==> config.mk <==
export PLATFORM = sky130hd
export DESIGN_NAME = mem_port_arbiter
export DESIGN_NICKNAME = d
export VERILOG_FILES = /design/src/rtl/rv32i_types.sv /design/src/rtl/mem_port_arbiter.sv
export SDC_FILE = /design/constraint.sdc
export NUM_CORES = 1
export LEC_CHECK = 0
export BUFFER_PORTS_ARGS = -buffer_cell sky130_fd_sc_hd__buf_4
export CAP_MARGIN = 15
export CORE_AREA = 2 2 109 111
export DETAILED_ROUTE_END_ITERATION = 10
export DIE_AREA = 0 0 111 113
export PLACE_DENSITY = 0.67
export SYNTH_ARGS = -nofsm -noshare
export SYNTH_HDL_FRONTEND = slang
export SYNTH_SLANG_ARGS = --single-unit
==> constraint.sdc <==
create_clock -name clk -period 3.3 [get_ports clk]
set_clock_uncertainty 0.2 [all_clocks]
set_input_delay 0.33 -clock clk [delete_from_list [all_inputs] [get_ports clk]]
set_output_delay 0.33 -clock clk [all_outputs]
set_load 0.01 [all_outputs]
==> src/rtl/rv32i_types.sv <==
// Types shared between the memory-port arbiter and the blocks that talk to it.
package rv32i_types;

  typedef enum logic [2:0] {
    IDLE    = 3'd0,
    ISSUE_I = 3'd1,
    ISSUE_D = 3'd2,
    WAIT_I  = 3'd3,
    WAIT_D  = 3'd4
  } arb_state_t;

  typedef struct packed {
    logic [31:0] addr;
    logic [3:0]  rmask;
    logic [3:0]  wmask;
    logic [31:0] wdata;
  } mem_req_t;

endpackage

==> src/rtl/mem_port_arbiter.sv <==
// Shares one memory port between fetch (imem) and load/store (dmem), one
// transaction at a time, dmem first but with a bound on how long fetch waits.
//
// state   | meaning
// --------+-----------------------------------------------------------
// IDLE    | no transaction; requests sampled at the clock edge
// ISSUE_I | fetch masks on the memory port for this cycle only
// ISSUE_D | load/store masks on the memory port for this cycle only
// WAIT_I  | fetch outstanding; mem_resp returns to IDLE
// WAIT_D  | load/store outstanding; mem_resp returns to IDLE
module mem_port_arbiter
  import rv32i_types::*;
#(
  parameter int STARVE_LIMIT = 4
) (
  input  logic        clk,
  input  logic        rst,
  input  logic [31:0] imem_addr,
  input  logic [3:0]  imem_rmask,
  output logic [31:0] imem_rdata,
  output logic        imem_resp,
  input  logic [31:0] dmem_addr,
  input  logic [3:0]  dmem_rmask,
  input  logic [3:0]  dmem_wmask,
  input  logic [31:0] dmem_wdata,
  output logic [31:0] dmem_rdata,
  output logic        dmem_resp,
  input  logic        fetch_squash,
  output logic [31:0] mem_addr,
  output logic [3:0]  mem_rmask,
  output logic [3:0]  mem_wmask,
  output logic [31:0] mem_wdata,
  input  logic [31:0] mem_rdata,
  input  logic        mem_resp
);

  localparam int CW = $clog2(STARVE_LIMIT + 1);
  localparam logic [CW-1:0] LIMIT = CW'(STARVE_LIMIT);

  arb_state_t    state, state_nxt;
  logic [CW-1:0] starve_cnt;
  logic          squashed;
  logic          i_pend, d_pend, pick_d;
  mem_req_t      grant_req, req_q;

  assign i_pend = |imem_rmask;
  assign d_pend = |(dmem_rmask | dmem_wmask);
  // dmem wins unless fetch has already waited through LIMIT dmem grants
  assign pick_d = d_pend & (~i_pend | (starve_cnt < LIMIT));

  always_comb begin
    grant_req = '0;
    if (pick_d) begin
      grant_req.addr  = dmem_addr;
      grant_req.rmask = dmem_rmask;
      grant_req.wmask = dmem_wmask;
      grant_req.wdata = dmem_wdata;
    end else begin
      grant_req.addr  = imem_addr;
      grant_req.rmask = imem_rmask;
    end
  end

  always_comb begin
    state_nxt = state;
    case (state)
      IDLE: begin
        if (pick_d)      state_nxt = ISSUE_D;
        else if (i_pend) state_nxt = ISSUE_I;
      end
      ISSUE_I: state_nxt = WAIT_I;
      ISSUE_D: state_nxt = WAIT_D;
      WAIT_I, WAIT_D: begin
        if (mem_resp) state_nxt = IDLE;
      end
      default: state_nxt = IDLE;
    endcase
  end

  always_ff @(posedge clk) begin
    if (rst) begin
      state      <= IDLE;
      starve_cnt <= '0;
      squashed   <= 1'b0;
      req_q      <= '0;
    end else begin
      state <= state_nxt;
      case (state)
        IDLE: begin
          if (pick_d) begin
            req_q <= grant_req;
            if (i_pend && (starve_cnt != LIMIT)) starve_cnt <= starve_cnt + CW'(1);
          end else if (i_pend) begin
            req_q      <= grant_req;
            starve_cnt <= '0;
          end
        end
        ISSUE_I: begin
          req_q.rmask <= '0;
          req_q.wmask <= '0;
          if (fetch_squash) squashed <= 1'b1;
        end
        ISSUE_D: begin
          req_q.rmask <= '0;
          req_q.wmask <= '0;
        end
        // a squashed fetch still runs to completion on the memory side
        WAIT_I: begin
          if (mem_resp)          squashed <= 1'b0;
          else if (fetch_squash) squashed <= 1'b1;
        end
        default: ;
      endcase
    end
  end

  assign mem_addr  = req_q.addr;
  assign mem_rmask = req_q.rmask;
  assign mem_wmask = req_q.wmask;
  assign mem_wdata = req_q.wdata;

  assign dmem_resp  = mem_resp & (state == WAIT_D);
  assign imem_resp  = mem_resp & (state == WAIT_I) & ~squashed & ~fetch_squash;
  assign imem_rdata = mem_rdata;
  assign dmem_rdata = mem_rdata;

endmodule

Word-level counts from Yosys, hierarchy flattened
Index checks and enable logic that the tools add are counted.
{"block": "totals", "ff_bits": 79, "output_inout_bits": 138}
{"block": "classes", "n_addsub": 1, "n_lt_le_gt_ge": 1, "eq_ne": 8, "mux": 15, "bitwise": 10, "reduce_logical": 13}
{"cell": "72-bit two-way mux", "count": 2}
{"cell": "36-bit two-way mux", "count": 2}
{"cell": "3-bit two-way mux", "count": 6}
{"cell": "8-bit case mux with 2 select lines", "count": 1}
{"cell": "3-bit case mux with 4 select lines", "count": 1}
{"cell": "4-bit OR reduction", "count": 2}
{"cell": "3-bit by 2-bit == test with 1-bit output (second input constant)", "count": 2}
{"cell": "3-bit inequality test (second input constant)", "count": 2}
{"cell": "2-bit AND reduction", "count": 3}
{"cell": "2-bit nonzero test", "count": 3}
{"cell": "1-bit AND", "count": 5}
{"cell": "4-bit bitwise OR", "count": 1}
{"cell": "2-bit OR reduction", "count": 2}
{"cell": "3-bit by 1-bit adder with 3-bit output (second input constant)", "count": 1}
{"cell": "3-bit by 1-bit == test with 1-bit output (second input constant)", "count": 1}
{"cell": "3-bit == test (second input constant)", "count": 1}
{"cell": "3-bit zero test", "count": 1}
{"cell": "3-bit less-than comparator (second input constant)", "count": 1}
{"cell": "1-bit NOT", "count": 3}
{"cell": "3-bit AND reduction", "count": 1}
{"cell": "1-bit two-way mux", "count": 2}
{"cell": "2-bit by 1-bit inequality test with 1-bit output (second input constant)", "count": 1}
{"cell": "2-bit inequality test (second input constant)", "count": 1}
{"cell": "1-bit case mux with 2 select lines", "count": 1}
{"cell": "other kinds (2)", "count": 2}

Logic depth before layout (Yosys ltp)
Gate-level depths: netlist (run 1).
{"block": "logic_depth", "word_depth": 8, "depth_mapped": 7, "depth_no_buf": 4}

Worst setup path before layout (run 1)
No wires, ideal clock.
{"block": "synth_timing", "path_type": "flip-flop to flip-flop", "from": "register state[1]", "to": "register req_q, in the netlist mem_wdata[10]", "setup_ps": 128, "t_arrival_ps": 1482, "required_ps": 2972, "slack_ps": 1490, "path_stages_with_launch": 8, "period_less_slack_ps": 1810, "path_cell_list": "dfxtp_1 > buf_2 > or3_1 > a31o_1 > buf_2 > buf_2 > a22oi_1 > nor2_1"}
{"block": "synth_between", "elab_chain_cells": 2}
{"item": "start, declared", "line": "mem_port_arbiter.sv:40", "text": "arb_state_t state, state_nxt;"}
{"item": "start signal, assigned", "line": "mem_port_arbiter.sv:87", "text": "state <= state_nxt;"}
{"item": "3-bit zero test", "line": "mem_port_arbiter.sv:88", "text": "case (state)"}
{"item": "2-bit AND reduction (no line)"}
{"item": "end signal, assigned", "line": "mem_port_arbiter.sv:91", "text": "req_q <= grant_req;"}
{"item": "end signal, assigned", "line": "mem_port_arbiter.sv:94", "text": "req_q <= grant_req;"}
{"item": "end, declared", "line": "mem_port_arbiter.sv:44", "text": "mem_req_t grant_req, req_q;"}
Every way passes these cells.
A chain may end at the register's enable or synchronous reset.

Worst setup path after layout (run 1)
{"block": "layout_timing", "from": "register state[2]", "to": "register req_q, in the netlist mem_addr[12]"}
Same word-level chain as after synthesis.

==> results of run 1 <==
[flip-flops by register name, summed over array words and instances (netlist names)]
signal	count
mem_rmask	4
squashed	1
mem_wmask	4
mem_addr	32
state	3
starve_cnt	3
mem_wdata	32
[cell type report]
| cell class | instances | area share [%] |
|---|---|---|
| timing repair buffer | 190 | 29.0 |
| clock buffer | 10 | 4.78 |
| inverter | 2 | 0.150 |
| multi-input combinational | 262 | 29.5 |
| clock inverter | 5 | 1.33 |
| sequential | 79 | 31.6 |
| tap | 143 | 3.58 |
[cells in the final DEF, fill, tap and decap left out]
cell        Yosys  layout
o31a_1          1       1
bufinv_16       0       1
inv_1           2       2
nor4_2          1       1
nand2_1        82      82
a211oi_4        0       1
nor4_4          2       2
clkbuf_16       0       9
clkbuf_8        0       1
nand3_1         7       7
nor3_1          3       3
buf_12          0       2
ha_1            2       2
a22oi_1        32      32
a21oi_1        14      14
o41a_1          1       1
xor2_1          1       1
mux2i_1         1       1
dfxtp_1        79      79
nor2_1         67      67
buf_4          68     188
clkinv_4        0       1
a311oi_1       37      37
a31o_1          1       1
or3_1           1       1
inv_6           0       1
a31oi_4         0       1
nor2b_1         1       1
nand2b_1        2       2
nor4b_1         1       1
or2_2           1       1
a21o_1          1       1
inv_8           0       1
a21oi_4         0       1
clkinvlp_4      0       1
[worst register-to-register path, delay by kind of cell (launching register included)]
kind,cells,cell delay [ns]
and+or+nand+nor,2,0.59
buffers and inverters,1,0.32
AOI/OAI and AO/OA,2,0.85
DFF,1,0.36
[cell usage after synthesis (2+ instances only)]
| cell type | count | area (um^2) |
|---|---|---|
| ha_1 | 2 | 25.0 |
| a22oi_1 | 32 | 240 |
| nor2_1 | 67 | 251 |
| nand2b_1 | 2 | 12.5 |
| dfxtp_1 | 79 | 1580 |
| nor4_4 | 2 | 42.5 |
| nor3_1 | 3 | 15.0 |
| clkbuf_1 | 7 | 26.3 |
| inv_1 | 2 | 7.51 |
| a311oi_1 | 37 | 324 |
| buf_2 | 20 | 100 |
| buf_4 | 68 | 510 |
| a21oi_1 | 14 | 70.1 |
| nand3_1 | 7 | 35.0 |
| nand2_1 | 82 | 308 |
[cells by family after synthesis]
group,Yosys count,share of synthesized area (%)
xor gates and xnor gates,1,0.238
adders and majority gates,2,0.679
AOI/OAI and AO/OA,90,19.1
DFF,79,42.9
buffers and inverters,98,17.6
muxes,1,0.272
and+or+nand+nor,168,19.1
[metrics by stage]
| step | instances | util [%] | area (um^2) | setup slack [ns] | hold slack, ns |
|---|---|---|---|---|---|
| 3_5_place_dp | 676 | 41.7 | 4700 | 0.874 | 0.253 |
| 2_1_floorplan | 439 | - | 3680 | 1.49 | 0.246 |
| 6_report | 691 | 44.4 | 5000 | 0.878 | 0.0174 |
| 5_1_grt | 691 | 44.4 | 5000 | 0.712 | 0.0264 |
| 3_3_place_gp | 676 | 41.7 | 4700 | 0.980 | 0.248 |
| 4_1_cts | 691 | 44.4 | 5000 | 0.855 | 0.00583 |
[report_power, final]
part / internal (mW) / leakage, nW / switching [mW]
Combinational: 0.362 / 1.48 / 0.358
Sequential: 1.08 / 0.654 / 0.0746
Clock: 0.611 / 0.147 / 0.413
[path summary, 6_finish.rpt]
check	startpoint	end	slack [ns]	depth (start not counted)
hold reg to reg	mem_wmask[2]	mem_wmask[2]	0.26	2
setup / recovery	state[2]	mem_addr[12]	0.88	5
setup reg to reg	state[2]	mem_addr[12]	0.88	5
hold / removal	mem_resp	squashed	0.02	2
[layer usage]
metal | GRT usage, % | up-vias
li1 | - | 1663
met1 | 18.0 | 1574
met2 | 25.9 | 194
met3 | 7.23 | 17
met4 | 6.67 | 0
met5 | 0 | -
==> run metrics, run 1 <==
status=complete, no violations; GRT Total Usage=15.8%; Lkg Pwr=2.28 nW; area growth from synthesis to layout=35.8%; number of synthesized flops with an enable pin=0; Slowest-stage cell, CP=a31oi_4; slew at the pin closest to its max-slew limit=0.786 ns; initial antenna violation count=0; IO buf count=185; worst path required time=3.33 ns; 1st-iter DRT viols=265; M1 WL=4040 um; Reg clk slew, reported paths=0.06 ns; FF+latch area=1580 um^2; H-tree levels=3; Cell Area, Synth=3680 um^2; max-cap check violation count=0; average wire per standard cell=14.4 um; Vert. Die Dim=113 um; RSZ-0062 raised after global routing=false; Final setup viols=0; final net count=690; worst min path class=in2reg; CP Launch Type=register; clock net sink count=79; DR DRC count=0; syn nets=585; Syn. warnings=0; maximum clock frequency=0.413 GHz; Critical Path, Cell by Cell=or3_1 -> a31oi_4 -> buf_12 -> nor2_1 -> a311oi_1; ANT nets after route=0; crit-path max FO=54; core area=11,300 um^2; WP buf/inv=1; CTS root buffer=clkbuf_16; Final GP Congestion=0.777; DR top layer=met4; Max Slew Vio Count=0; WL met2=4640 um; post-CTS resize count=0; routed vias=3,448; critical path's largest stage delay=0.58 ns; Avg Cell Area, Syn=8.39 um^2; Vias per Instance=4.99; hpwl dp=7150 um; post-synth cell types=30; setup tns final=0 ns; global-route wire length before repair=16,200 um; VDD IR max=0.348 mV; grt total ovfl=0; Synth async-reset ratio=0%; Worst-Skew Late Latency=0.34 ns; number of global-route vias before repair=3,415; I/O pin total=282; critical path class=reg2reg; Main synth FF type=dfxtp_1; CTS max path bufs=2; Die Wd=111 um; cts bufs inserted=9; row cnt=39; diode count=0; area taken by multi-input logic gates=1480 um^2; largest net degree at the start of global routing=77; total power=2.90 mW; fin crit period=2.42 ns; # hold bufs at CTS=0; Final Hold Viols=0; Synth Instances=439; Die Footprint=12,500 um^2; Max transition margin=47.6%; CTS tree=done; Routed met3 length=1120 um; register bit total from synthesis=79; Tcrit/Tclk final=73.4%; Starting Density=32.7%; share of the yosys chip area belonging to registers=42.9%; TritonRoute pass-1 iters=4; CP endpoint kind=register; PD cells=580 nW/um^2; # fillers=1,117; final wirelength=9970 um; post-CTS setup buffers=0; delay-heaviest family, CP=compound AO/OA/AOI/OAI gates; Worst Path Arrival=2.46 ns; share of layout cells above drive strength 1=38.7%
Note: power is estimated with default switching activity, not from simulation.
==> inputs of run 2 (changes only) <==
PLACE_DENSITY = 0.69   (was 0.67)
clock period = 2.14 ns   (was 3.3 ns; I/O delays follow)
==> run 2 against run 1 <==
Via count increased by 17%. Count of clock-buffer cells in the layout stayed put. Critical endpoint is now mem_addr[24]. Critical path depth rose by 3.
==> run metrics, run 2 (same netlist as run 1, synthesis figures left out) <==
ANT nets after route=0; PD cells=732 nW/um^2; IO buf count=185; Die Wd=111 um; clock power share=32.3%; cts bufs inserted=9; delay-heaviest family, CP=buffers and inverters; slew at the pin closest to its max-slew limit=0.503 ns; worst hold slack=0.117 ns; Starting Density=32.7%; Tcrit/Tclk final=96.0%; Psw=1.43 mW; status=complete, no violations; routing usage on met1=20.4%; H-tree levels=3; grt total ovfl=0; setup tns final=0 ns; Die Footprint=12,500 um^2; final core utilization=56.6%; TritonRoute pass-1 iters=5; CTS max path bufs=2; hpwl dp=7260 um; DR DRC count=0; Final Hold Viols=0; Worst Path Arrival=2.10 ns; CP Launch Type=input pin; global-route wire length before repair=19,400 um; Max transition margin=66.5%; CP endpoint kind=register; CTS tree=done; Worst-Skew Late Latency=0.34 ns; routed vias=4,047; Lkg Pwr=2.89 nW; average wire per standard cell=15.9 um; GRT Total Usage=19.0%; Critical Path Source=dmem_wmask[0]; most common cell after layout, fill and taps aside=buf_4; Final setup viols=0; maximum clock frequency=0.487 GHz; critical path's largest stage delay=0.53 ns; share of layout cells above drive strength 1=35.3%; WP buf/inv=4; Hold Startpoint=rst; critical path class=in2reg; most frequent CP cell=buf_4; FF+latch area=1580 um^2; Final GP Congestion=0.815; diode count=0; clock net sink count=79; largest net degree at the start of global routing=59; Finished Cell Area=6380 um^2; max-cap check violation count=0; area growth from synthesis to layout=73.3%; crit-path max FO=11; Slowest-stage cell, CP=dlygate4sd3_1; Vert. Die Dim=113 um; worst path required time=2.18 ns; fin crit period=2.06 ns; row cnt=39; Most Crowded Layer GR=met2; sequential power share=38.0%; worst min path class=in2reg; worst r2r src=state[0]; # fillers=929; RSZ-0062 raised after global routing=false; final wirelength=13,000 um; switch share=30.6%; final net count=816; core area=11,300 um^2; Reg clk slew, reported paths=0.07 ns; number of global-route vias before repair=4,066; CTS root buffer=clkbuf_16; Critical Path, Cell by Cell=dlygate4sd3_1 -> buf_4 -> nor4_4 -> buf_4 -> a21o_4 -> buf_4 -> nand2_1 -> a311oi_2; 1st-iter DRT viols=345; Max Slew Vio Count=0; Comb power frac=29.7%; I/O pin total=282; Vias per Instance=4.95; met2 usage=33.0%; area taken by multi-input logic gates=1530 um^2; VDD IR max=0.498 mV; Post-Place Cell Area=4790 um^2; initial antenna violation count=0; Cell Int Power=3.24 mW; M3 GR Usage=5.89%; commonest cells after routing, fill and taps aside=buf_4, dlygate4sd3_1, nand2_1
[run 2: power groups by stage]
stage	logic (mW)	clock network, mW	registers, mW
floorplan	0.627	0	1.88
detailed placement	1.17	0	1.80
global placement	1.14	0	1.80
finish	1.39	1.51	1.78
CTS	1.33	1.56	1.77
global route	1.50	1.61	1.80
[run 2: final timing paths]
path         slack [ns]      endpoint  depth (start not counted)
max                0.08  mem_addr[24]                          8
min                0.12  mem_wdata[4]                          2
max reg2reg        0.11  mem_addr[24]                          5
min reg2reg        0.26  mem_wmask[1]                          2
[run 2: routing by layer]
metal  vias up  part of all wire [%]  wire length [um]
met4         0                   4.6               603
met5         -                     0                 0
met1      1849                    38              5010
met3        63                   7.6               993
met2       215                    49              6410
li1       1920                     -                 -
[run 2: worst reg2reg max path: stages, from the launching register on]
cell and delay (ns):
dfxtp_1 0.36, or3_1 0.49, a31oi_4 0.23, buf_4 0.27, nor2_1 0.10, a311oi_2 0.27
[run 2: what timing repair did]
item                                   CTS  global route
resized for setup                        0            11
setup endpoints to repair                0            58
hold buffers                           110             0
endpoints found under the hold margin   73             0
buffers inserted                         0             2
[run 2: metrics by stage]
step	cells	worst slack [ns]	power [mW]
finish	818	0.0848	4.67
global placement	684	0.242	2.93
floorplan	439	0.330	2.50
global route	818	0.00598	4.92
CTS	810	0.0232	4.66
detailed placement	684	0.167	2.97
[run 2: final cells by class]
cell class / instances / share of cell area (%)
timing repair buffer: 316 / 43.8
sequential: 79 / 24.8
multi-input combinational: 262 / 24.0
clock buffer: 10 / 3.74
tap: 143 / 2.80
clock inverter: 6 / 0.765
inverter: 2 / 0.118
==> inputs of run 3 (changes only) <==
ABC_AREA = 1   (was unset)
CORE_AREA = unset   (was 2 2 109 111)
CORE_ASPECT_RATIO = 1.2   (was unset)
CORE_UTILIZATION = 35   (was unset)
DIE_AREA = unset   (was 0 0 111 113)
PLACE_DENSITY = 0.81   (was 0.69)
==> run 3 against run 2 <==
Sequential power grew 9.6%. First-iteration DRC count is 81% lower. Cell count is 16% higher. Die area down 0.44%. Combinational power up 47%. Global-route usage up 0.41 points. Via count is 5.2% higher. Routed wire length shrank 5.6%. Clock power up 5%. Register-to-register slack better by 0.23 ns. Worst setup slack improved by 0.13 ns. Critical path type is now reg2out. Critical endpoint is now imem_resp.
==> run metrics, run 3 <==
status=complete, no violations; CP Launch Type=register; Vias per Instance=4.50; Starting Density=36.3%; cts bufs inserted=9; Final setup viols=0; final wirelength=12,300 um; top cells by area, synth=dfxtp_1, nand2_1, buf_4, nor2_1, inv_1; commonest cells after routing, fill and taps aside=buf_4, nand2_1, nor2_1; Main synth FF type=dfxtp_1; Worst R2R Setup Slack=0.34 ns; Syn. warnings=0; global-route wire length before repair=18,800 um; Die Footprint=12,500 um^2; Final GP Congestion=0.760; average wire per standard cell=13.0 um; FF+latch area=1580 um^2; area growth from synthesis to layout=45.4%; row cnt=43; Synth async-reset ratio=0%; Yosys top cell by area=dfxtp_1; CTS root buffer=clkbuf_16; Worst-Skew Late Latency=0.33 ns; Lkg Pwr=3.10 nW; number of global-route vias before repair=4,150; max-cap check violation count=0; TritonRoute pass-1 iters=4; H-tree levels=3; worst hold slack=0.0228 ns; Tcrit/Tclk final=89.9%; Hold Path End=mem_addr[17]; Final Hold Viols=0; largest net degree at the start of global routing=66; fin crit period=1.92 ns; WP buf/inv=2; routed vias=4,257; ANT nets after route=0; CP endpoint kind=primary output; worst min path class=in2reg; Slowest-stage cell, CP=dfxtp_1; initial antenna violation count=0; Post-Place Cell Area=5240 um^2; I/O pin total=282; worst reg-to-reg path cell count=7; setup tns final=0 ns; delay-heaviest family, CP=simple AND/OR/NAND/NOR gates; core area=11,600 um^2; number of synthesized flops with an enable pin=0; Finished Cell Area=6130 um^2; Hold Startpoint=imem_addr[17]; Cell Area, Synth=4220 um^2; share of Yosys cell area claimed by the top area cell type=37.5%; CTS max path bufs=2; Worst Path Arrival=1.51 ns; Vert. Die Dim=122 um; critical path's largest stage delay=0.35 ns; final core utilization=52.8%; # fillers=1,058; RSZ-0062 raised after global routing=false; diode count=0; PD cells=912 nW/um^2; IO buf count=185; VDD IR max=0.502 mV; Worst Hold Path Cells=5; post-CTS resize count=0; hpwl dp=8200 um; 1st-iter DRT viols=67; most frequent cell after synthesis=nand2_1; Synth Instances=614; Max Slew Vio Count=0; maximum clock frequency=0.520 GHz; syn nets=760; share of the yosys chip area belonging to registers=37.5%; Die Wd=102 um; Commonest cells post-synth=nand2_1, nor2_1, dfxtp_1, buf_4, inv_1; post-CTS setup buffers=0; Avg Cell Area, Syn=6.87 um^2; # hold bufs at CTS=58; clock net sink count=79; Reg clk slew, reported paths=0.07 ns; total power=5.59 mW; Critical R2R Capture=mem_addr[8]; post-synth cell types=28; area taken by multi-input logic gates=1750 um^2; crit-path max FO=5; CTS tree=done; register bit total from synthesis=79; slew at the pin closest to its max-slew limit=0.455 ns; share of layout cells above drive strength 1=29.6%; Max transition margin=69.6%; worst r2r src=state[2]; worst path required time=1.73 ns; grt total ovfl=0; GRT Total Usage=19.4%; Critical Path, Cell by Cell=inv_2 -> nor2_1 -> nand2_1 -> nor4_1 -> buf_4; final net count=931; DR DRC count=0; critical path class=reg2out; most common cell after layout, fill and taps aside=buf_4
-- run 3: changes by cell type in the layout (fill, tap and decap cells not counted), sizes merged, moves of 4 or more --
| cell | change |
|---|---|
| o21ai | +35 |
| buf | -8 |
| a21oi | +27 |
| nor2 | +52 |
| nand3 | +9 |
| a311oi | -37 |
| clkbuf | -4 |
| dlygate4sd3 | -51 |
| a22oi | -32 |
| nand2 | +82 |
| inv | +53 |
-- run 3: area by class of cell --
type	instances	share of cell area, %
Clock buffer	9	3.67
Multi-Input combinational cell	388	28.5
Tap cell	157	3.20
Timing Repair Buffer	253	34.2
Inverter	54	3.31
Clock inverter	7	1.39
Sequential cell	79	25.8
-- run 3: stage by stage --
step	instances	worst slack (ns)
4_1_cts	947	0.158
5_1_grt	947	0.103
3_5_place_dp	873	0.348
3_3_place_gp	873	0.360
6_report	947	0.217
2_1_floorplan	614	0.687
-- run 3: logic make-up (layout without fill, tap and decap cells) --
| kind of cell | count (synthesis) | in the layout | synth area share (%) |
|---|---|---|---|
| and+or+nand+nor | 307 | 307 | 30.7 |
| buffers and inverters | 147 | 323 | 21.1 |
| DFF | 79 | 79 | 37.5 |
| AOI/OAI and AO/OA | 78 | 78 | 9.94 |
| adders and majority gates | 2 | 2 | 0.594 |
| xor gates and xnor gates | 1 | 1 | 0.208 |
-- run 3: how the worst max path moves through the flow --
| stage | start | endpoint | depth (start not counted) |
|---|---|---|---|
| after global placement | dmem_rmask[0] | mem_addr[11] | 10 |
| after CTS | state[0] | imem_resp | 5 |
| final | state[0] | imem_resp | 5 |
| after detailed placement | dmem_rmask[0] | mem_addr[11] | 10 |
| after floorplan | state[2] | mem_addr[27] | 8 |
| after global routing | state[0] | imem_resp | 5 |
-- run 3: routing by layer --
layer	up-vias	wire [um]	global-route usage, %
met5	-	0	0
met4	0	293	8.13
met3	35	1240	7.80
met2	179	6030	35.5
met1	1888	4730	19.2
li1	2155	-	-
-- run 3: report_power, final --
group | internal, mW | switching [mW]
Clock | 0.931 | 0.661
Sequential | 1.77 | 0.173
Combinational | 0.956 | 1.10
-- run 3: worst register-to-register path, stage by stage, from the launching register on --
cell,delay [ns]
dfxtp_1,0.36
nor2_4,0.15
nand2_4,0.11
a21oi_4,0.24
buf_12,0.29
nand2_1,0.13
nor2_1,0.14
nor2_1,0.07
